### config.mk
export PLATFORM = sky130hd
export DESIGN_NAME = wfg_drive_spi_core
export DESIGN_NICKNAME = d
export VERILOG_FILES = /design/src/rtl/wfg_drive_spi_core.sv
export SDC_FILE = /design/constraint.sdc
export NUM_CORES = 1
export LEC_CHECK = 0
export CORE_UTILIZATION = 30
export CTS_BUF_LIST = sky130_fd_sc_hd__clkbuf_4 sky130_fd_sc_hd__clkbuf_8 sky130_fd_sc_hd__clkbuf_16
export DETAILED_ROUTE_END_ITERATION = 8
export HOLD_SLACK_MARGIN = 0.12
export PLACE_DENSITY = 0.54
export SLEW_MARGIN = 20
export SYNTH_ARGS = -nofsm -noshare
export SYNTH_HDL_FRONTEND = slang
export SYNTH_SLANG_ARGS = --single-unit
### constraint.sdc
create_clock -name wb_clk_i -period 2.4 [get_ports wb_clk_i]
set_input_delay 0.6 -clock wb_clk_i [delete_from_list [all_inputs] [get_ports wb_clk_i]]
set_output_delay 0.6 -clock wb_clk_i [all_outputs]
set_load 0.1 [all_outputs]
### src/rtl/wfg_drive_spi_core.sv
// SPI master output stage: formats 18-bit signed samples into 8..32-bit
// frames and shifts each out as one chip-select-framed DAC write.
module wfg_drive_spi_core #(
    parameter int DIVW = 8
) (
    input  logic            wb_clk_i,
    input  logic            wb_rst_i,
    input  logic            wfg_drive_spi_tvalid_i,
    output logic            wfg_drive_spi_tready_o,
    input  logic [17:0]     wfg_drive_spi_tdata_i,
    input  logic            ctrl_en_q_i,
    input  logic            ctrl_cpol_q_i,
    input  logic            ctrl_lsbfirst_q_i,
    input  logic [1:0]      ctrl_dff_q_i,
    input  logic [DIVW-1:0] clkcfg_div_q_i,
    output logic            spi_sclk_o,
    output logic            spi_cs_n_o,
    output logic            spi_mosi_o,
    output logic            busy_o
);

    typedef enum logic [2:0] {
        IDLE,
        SETUP,
        SHIFT,
        HOLD,
        GAP
    } state_e;

    state_e          state_q, state_d;
    logic [DIVW-1:0] cnt_q, cnt_d;
    logic [DIVW-1:0] div_q, div_d;
    logic [5:0]      hcnt_q, hcnt_d;
    logic [31:0]     sh_q, sh_d;
    logic            cpol_q, cpol_d;
    logic            lsb_q, lsb_d;
    logic [1:0]      dff_q, dff_d;
    logic            sclk_q, sclk_d;
    logic            cs_n_q, cs_n_d;
    logic            mosi_q, mosi_d;

    logic            accept;
    logic            tick;
    logic [5:0]      last_half;
    logic [31:0]     word;
    logic [31:0]     load;
    logic [31:0]     sh_next;
    logic            first_bit;
    logic            next_bit;

    assign wfg_drive_spi_tready_o = (state_q == IDLE) && ctrl_en_q_i
                                    && !wb_rst_i;
    assign accept    = wfg_drive_spi_tvalid_i && wfg_drive_spi_tready_o;
    assign busy_o    = (state_q != IDLE);
    assign tick      = (cnt_q == div_q);
    // 2N-1 half-periods index of the last SHIFT tick, N = 8*(dff+1)
    assign last_half = {dff_q, 4'hF};

    always_comb begin
        word = '0;
        unique case (ctrl_dff_q_i)
            2'd0: word = {24'd0, wfg_drive_spi_tdata_i[17:10]};
            2'd1: word = {16'd0, wfg_drive_spi_tdata_i[17:2]};
            2'd2: word = {8'd0, {6{wfg_drive_spi_tdata_i[17]}},
                          wfg_drive_spi_tdata_i};
            2'd3: word = {{14{wfg_drive_spi_tdata_i[17]}},
                          wfg_drive_spi_tdata_i};
        endcase
    end

    // MSB-first frames are left-aligned so the outgoing bit is always sh[31]
    assign load      = ctrl_lsbfirst_q_i ? word
                                         : (word << {~ctrl_dff_q_i, 3'b000});
    assign first_bit = ctrl_lsbfirst_q_i ? load[0] : load[31];
    assign sh_next   = lsb_q ? (sh_q >> 1) : (sh_q << 1);
    assign next_bit  = lsb_q ? sh_next[0] : sh_next[31];

    always_comb begin
        state_d = state_q;
        cnt_d   = cnt_q;
        div_d   = div_q;
        hcnt_d  = hcnt_q;
        sh_d    = sh_q;
        cpol_d  = cpol_q;
        lsb_d   = lsb_q;
        dff_d   = dff_q;
        sclk_d  = sclk_q;
        cs_n_d  = cs_n_q;
        mosi_d  = mosi_q;

        if (state_q != IDLE) begin
            cnt_d = tick ? '0 : cnt_q + DIVW'(1);
        end

        unique case (state_q)
            IDLE: begin
                cnt_d  = '0;
                hcnt_d = '0;
                cs_n_d = 1'b1;
                sclk_d = ctrl_cpol_q_i;
                if (accept) begin
                    state_d = SETUP;
                    cpol_d  = ctrl_cpol_q_i;
                    lsb_d   = ctrl_lsbfirst_q_i;
                    dff_d   = ctrl_dff_q_i;
                    div_d   = clkcfg_div_q_i;
                    sh_d    = load;
                    mosi_d  = first_bit;
                    cs_n_d  = 1'b0;
                end
            end
            SETUP: begin
                if (tick) begin
                    state_d = SHIFT;
                end
            end
            SHIFT: begin
                if (tick) begin
                    hcnt_d = hcnt_q + 6'd1;
                    if (hcnt_q == last_half) begin
                        state_d = HOLD;
                        sclk_d  = cpol_q;
                    end else if (!hcnt_q[0]) begin
                        sclk_d = !cpol_q;
                    end else begin
                        sclk_d = cpol_q;
                        sh_d   = sh_next;
                        mosi_d = next_bit;
                    end
                end
            end
            HOLD: begin
                if (tick) begin
                    state_d = GAP;
                    cs_n_d  = 1'b1;
                end
            end
            GAP: begin
                if (tick) begin
                    state_d = IDLE;
                end
            end
            default: state_d = IDLE;
        endcase
    end

    always_ff @(posedge wb_clk_i) begin
        if (wb_rst_i) begin
            state_q <= IDLE;
            cnt_q   <= '0;
            div_q   <= '0;
            hcnt_q  <= '0;
            sh_q    <= '0;
            cpol_q  <= 1'b0;
            lsb_q   <= 1'b0;
            dff_q   <= 2'd0;
            sclk_q  <= 1'b0;
            cs_n_q  <= 1'b1;
            mosi_q  <= 1'b0;
        end else begin
            state_q <= state_d;
            cnt_q   <= cnt_d;
            div_q   <= div_d;
            hcnt_q  <= hcnt_d;
            sh_q    <= sh_d;
            cpol_q  <= cpol_d;
            lsb_q   <= lsb_d;
            dff_q   <= dff_d;
            sclk_q  <= sclk_d;
            cs_n_q  <= cs_n_d;
            mosi_q  <= mosi_d;
        end
    end

    assign spi_sclk_o = sclk_q;
    assign spi_cs_n_o = cs_n_q;
    assign spi_mosi_o = mosi_q;

endmodule

==> metrics.yaml, run 1 <==
timing:
  rsz0062_at_grt: "false"
  setup_ws_ps: 123
  worst_pin_slew_ps: 594
  drv_slew: 0
  final-setup-viol-count: 0
  holdWs_ps: 473
  finalCritPeriodShare: 0.949
  finalHoldViolations: 0
  finalClockSkew_ps: 7.33
  relSlewSlack: 0.604
  max_freq_ghz: 0.439
  finalCriticalPeriod_ps: 2280
finish:
  regArea_um2: 1280
  multi_input_area_um2: 2540
  antenna_cells: 0
  nFillCells: 1333
  post_route_cells_drive_above_1_share: 0.187
  post-route-util: 0.387
  syn_to_final_growth_pct: 26.3
  fin_nets: 571
grt:
  grt_overflow: 0
  antenna_found_initial: 0
  grt_max_degree: 43
  grt.total_usage: 0.180
  grt_pass1_wl_um: 20100
  grt_pass1_vias: 3835
routing:
  routedWlPerCell_um: 16.7
  m1WireLength_um: 5780
  drtAntennaViolNets: 0
  firstDrtPassIters: 5
  wl_met3_um: 527
  dr.max_layer_used: "met4"
  drt_iter0_drc: 294
  viasPerCell: 5.59
  wl_met2_um: 5540
  route.vias.total: 3999
  drc: 0
  routed_wl_um: 12000
logic_synthesis:
  synth_top_area_cell: "dfxtp_1"
  synthArstFlopShare: 0
  synth_flop_cell: "dfxtp_1"
  synthTopCellsByArea: "dfxtp_1 32%, o21ai_0 5.8%, a21oi_1 4.2%, a31o_2 3.9%, mux2i_1 3.7%"
  ys_warn_count: 0
  ys_top_cells_by_count: "64 x dfxtp_1, 47 x o21ai_0, 40 x nand2_1"
  ys_types: 52
  syn_area_per_cell_um2: 8.11
  syn_area_um2: 4050
  synth_seq_area_share: 0.317
  synth_nets: 535
  synth.most_common_cell: "dfxtp_1"
  synth_top_cell_area_share: 0.317
  syn_inst: 499
  ys_seq_elements: 64
  synth_edf_count: 0
critical_path:
  end_kind: "output pin"
  timing.rr.end: "sh_q[0]$_SDFFE_PP0P_"
  rr_startpoint: "hcnt_q[0]$_SDFFE_PP0N_"
  crit_required_ps: 1800
  r2r_cells: 8
  critical_path_class: "reg2out"
  crit_arrival_ps: 1680
  r2r_setup_slack_ps: 190
  cp-startpoint: "state_q[2]$_SDFFE_PP0P_"
  setup.worst_path.end: "wfg_drive_spi_tready_o"
  crit_fanout: 8
  cp-start-kind: "register"
pwr:
  peakVddDrop_mv: 0.370
  powerDensity_nw_per_um2: 965
  p_leak_nw: 1.86
clock_network:
  cts_buffer_depth: 2
  cts_buffers: 9
  cts.reportedPaths.clkPinSlew_ps: 60
  cts_root_buf: "clkbuf_16"
  cts_tree: "yes"
  htreeDepth: 3
  cts_setup_buffers: 0
  holdBufCountCts: 0
  clk_latency_ps: 330
  cts_sinks: 64
status:
  run_status: "complete, no violations"
run:
  maxCapViolCount: 0
floorplan:
  core_um2: 13200
  die_w_um: 118
  initial_core_util: 0.307
  std_cell_rows: 42
  ios: 39
  floorplan.die_area_um2: 14000
  fp.dieH_um: 118
placement:
  gp_congestion: 0.847
  pre_cts_ws_ps: -103
  port_buffers: 38
  dp_hpwl_um: 8320
min_path:
  hold_path.class: "reg2reg"
power breakdown:
group | internal [mW] | switching [mW] | total (mW)
logic | 0.865 | 1.28 | 2.15
clock network | 0.814 | 0.513 | 1.33
registers | 1.29 | 0.167 | 1.46
what timing repair did:
item                                    in CTS  in global routing
resized for setup                            1                  1
pin swaps                                    0                  1
hold endpoints to repair                     0                  0
endpoints found under the setup margin       2                  1
sequential cells by signal, indices dropped and copies added (netlist names), 2 cells and up:
signal	flops
div_q	8
cnt_q	8
dff_q	2
sh_q	32
hcnt_q	6
state_q	3
routing by layer:
metal | track usage | vias up
met4 | 0.0545 | 0
met5 | 0 | -
li1 | - | 1956
met3 | 0.0449 | 6
met1 | 0.245 | 1937
met2 | 0.281 | 100
metrics by stage:
stage	setup TNS (ps)	area (um2)	total power [mW]	std cells
CTS	0	5110	4.96	716
global route	0	5110	5.24	716
global placement	-89.3	4800	3.58	700
floorplan	0	4050	2.87	499
finish	0	5110	4.93	716
detailed placement	-611	4800	3.60	700
final cells by class:
cell class,count,area share
tap,176,0.0431
multi-input combinational,377,0.497
sequential,64,0.251
inverter,6,0.00441
timing repair buffer,77,0.145
clock buffer,9,0.0441
clock inverter,7,0.0154
worst max-delay path: stages (launching register included):
cell and delay (ps):
dfxtp_1 380, nor3_2 480, and3_2 300, buf_12 180
how the worst min path moves through the flow:
| stage | startpoint | to | slack, ps | cells past startpoint |
|---|---|---|---|---|
| floorplan | sh_q[6]$_SDFFE_PP0P_ | sh_q[6]$_SDFFE_PP0P_ | 450 | 2 |
| global placement | spi_sclk_o$_SDFFE_PP0N_ | spi_sclk_o$_SDFFE_PP0N_ | 450 | 2 |
| detailed placement | spi_sclk_o$_SDFFE_PP0N_ | spi_sclk_o$_SDFFE_PP0N_ | 470 | 2 |
| CTS | spi_sclk_o$_SDFFE_PP0N_ | spi_sclk_o$_SDFFE_PP0N_ | 470 | 2 |
| global route | spi_sclk_o$_SDFFE_PP0N_ | spi_sclk_o$_SDFFE_PP0N_ | 490 | 2 |
| finish | div_q[5]$_SDFFE_PP0P_ | div_q[5]$_SDFFE_PP0P_ | 470 | 2 |
kinds of logic (layout without fill, tap and decap cells):
| group | after synthesis | after routing | synth area share |
|---|---|---|---|
| flops | 64 | 64 | 0.317 |
| simple gates | 141 | 141 | 0.193 |
| buf+inv | 58 | 99 | 0.0591 |
| xor+xnor | 18 | 18 | 0.0390 |
| mux | 28 | 28 | 0.0733 |
| compound gates | 188 | 188 | 0.313 |
| fa+ha+maj | 2 | 2 | 0.00618 |
layout by cell type (no fill, tap or decap), types with 6 or more instances in the layout:
master / netlist / layout
a211oi_1: 13 / 13
a21oi_1: 34 / 34
a221oi_1: 10 / 10
a22o_1: 17 / 17
a22oi_1: 6 / 6
a311oi_1: 7 / 7
a31o_2: 18 / 18
a31oi_1: 6 / 6
buf_12: 0 / 7
buf_4: 1 / 37
clkbuf_16: 0 / 9
clkdlybuf4s50_1: 0 / 32
dfxtp_1: 64 / 64
inv_1: 6 / 6
mux2_2: 13 / 13
mux2i_1: 15 / 15
nand2_1: 40 / 40
nand2b_1: 14 / 14
nand3_1: 8 / 8
nor2_1: 16 / 16
nor2b_1: 15 / 15
nor4_1: 16 / 16
o211ai_1: 10 / 10
o21ai_0: 47 / 47
o22ai_1: 9 / 9
or4_1: 9 / 9
xnor2_1: 6 / 6
xor2_1: 12 / 12
No activity file was read; power rests on OpenSTA's default activity.
==> inputs of run 2 (changes only) <==
Settings changed: CAP_MARGIN set to 20.
==> results of run 2 <==
The final DEF is identical to that of run 1; final timing and power are the same.
==> inputs of run 3 (changes only) <==
--- a/constraint.sdc
+++ b/constraint.sdc
@@ -3,2 +3,2 @@
 set_output_delay 0.6 -clock wb_clk_i [all_outputs]
-set_load 0.1 [all_outputs]
+set_load 0.05 [all_outputs]
==> run 3 against run 2 <==
Combinational power fell by 9%; wire length increased by 2.4%; worst hold slack got worse by 8.2 ps; worst setup slack improved by 140 ps; die area did not move; largest power group unchanged; sequential power about the same; cell area is 0.34% lower; power is 0.61% lower; sequential share of layout area is 0.086 points higher; largest cell class unchanged; via count rose by 0.13%; critical path depth rose by 3.
==> metrics.yaml, run 3 (same netlist as run 1, synthesis figures left out) <==
status:
  run_status: "complete, no violations"
clock_network:
  cts_root_buf: "clkbuf_16"
  cts_buffers: 9
  cts_sinks: 64
  post_cts_resize_count: 0
  holdBufCountCts: 0
  htreeDepth: 3
  clk_latency_ps: 340
  cts_tree: "yes"
  cts_buffer_depth: 2
  cts.reportedPaths.clkPinSlew_ps: 60
  cts_setup_buffers: 0
routing:
  drt_iter0_drc: 314
  viasPerCell: 5.60
  route.vias.total: 4004
  drc: 0
  firstDrtPassIters: 5
  routed_wl_um: 12300
  drtAntennaViolNets: 0
  routedWlPerCell_um: 17.2
pwr:
  power_frac_seq: 0.302
  finalPower_mw: 4.90
  p_int_mw: 3.05
  p_comb_frac: 0.399
  p_switching_mw: 1.85
  clkPwrFrac: 0.299
  powerDensity_nw_per_um2: 963
  sw_frac_of_total: 0.378
  p_leak_nw: 1.85
  peakVddDrop_mv: 0.326
floorplan:
  initial_core_util: 0.307
  floorplan.die_area_um2: 14000
  ios: 39
  die_w_um: 118
  core_um2: 13200
  std_cell_rows: 42
  fp.dieH_um: 118
min_path:
  hold_path.class: "reg2reg"
grt:
  grt_busiest_layer: "met2"
  grt_pass1_wl_um: 20700
  grtUsageMet3: 0.0613
  use_met2: 0.276
  grt.total_usage: 0.188
  grt_max_degree: 45
  grt_use_met1: 0.255
  grt_pass1_vias: 3788
  grt_overflow: 0
  antenna_found_initial: 0
placement:
  gp_congestion: 0.864
  dp_hpwl_um: 8200
  port_buffers: 38
  pre_cts_ws_ps: -34.6
finish:
  largest_reg_flops: 32
  post_route_cells_drive_above_1_share: 0.174
  final_cell_mix: "64 x dfxtp_1, 47 x o21ai_0, 40 x nand2_1"
  top_regs: "sh_q x32, cnt_q x8, div_q x8"
  final_common_cell: "dfxtp_1"
  antenna_cells: 0
  largest_register: "sh_q"
  fin_nets: 570
  syn_to_final_growth_pct: 25.9
critical_path:
  crit_required_ps: 2670
  crit_arrival_ps: 2410
  cp-start-kind: "register"
  crit_fanout: 8
  end_kind: "register"
  critical_path_class: "reg2reg"
timing:
  finalHoldViolations: 0
  finalCriticalPeriod_ps: 2140
  max_freq_ghz: 0.468
  finalClockSkew_ps: 6.28
  final-setup-viol-count: 0
  setup_ws_ps: 262
  drv_slew: 0
  holdWs_ps: 464
  worst_pin_slew_ps: 498
  relSlewSlack: 0.667
  finalCritPeriodShare: 0.891
  rsz0062_at_grt: "false"
run:
  maxCapViolCount: 0
[run 3: changes by cell type in the layout (fill, tap and decap cells not counted), moves of 2 or more]
cell,delta
and3_2,-2
inv_6,-3
clkdlybuf4s50_1,+3
buf_12,-3
clkinv_4,+2
and3_1,+2
[run 3: worst paths after layout]
check / start / end / slack [ps] / cells after the start
worst max-delay path: cnt_q[2]$_SDFFE_PP0N_ / state_q[2]$_SDFFE_PP0P_ / 260 / 6
worst min-delay path: spi_sclk_o$_SDFFE_PP0N_ / spi_sclk_o$_SDFFE_PP0N_ / 460 / 2
worst max register to register: cnt_q[2]$_SDFFE_PP0N_ / state_q[2]$_SDFFE_PP0P_ / 260 / 6
worst min register to register: spi_sclk_o$_SDFFE_PP0N_ / spi_sclk_o$_SDFFE_PP0N_ / 460 / 2
[run 3: metrics by stage]
step	util	std cells	TNS, ps	area (um2)
finish	0.386	715	0	5090
global route	0.386	715	0	5090
CTS	0.386	715	0	5090
detailed placement	0.361	699	-554	4760
global placement	0.361	699	-551	4760
floorplan	-	499	0	4050
[run 3: layout make-up]
cell class | count | area (um2)
Inverter | 6 | 22.5
Sequential cell | 64 | 1280
Tap cell | 176 | 220
Fill cell | 1358 | 8100
Clock buffer | 10 | 239
Multi-Input combinational cell | 377 | 2530
Timing Repair Buffer | 76 | 706
Clock inverter | 6 | 92.6
[run 3: power by group through the flow]
stage	Sequential [mW]	Clock (mW)	Combinational (mW)
floorplan	1.48	0	1.28
global placement	1.49	0	1.93
detailed placement	1.50	0	1.94
CTS	1.48	1.49	1.96
global route	1.51	1.56	2.14
finish	1.48	1.46	1.96
[run 3: layer usage]
layer  part of all wire  wire, um
met1               0.47      5820
met2               0.44      5450
met3              0.065       796
met4              0.016       197
met5                  0         0
[run 3: critical path, stage by stage (launching register included)]
cell     delay [ps]
dfxtp_1         440
xor2_1          270
nor4_4           90
buf_4           160
and2_0          290
or4b_2          660
a21oi_1         150
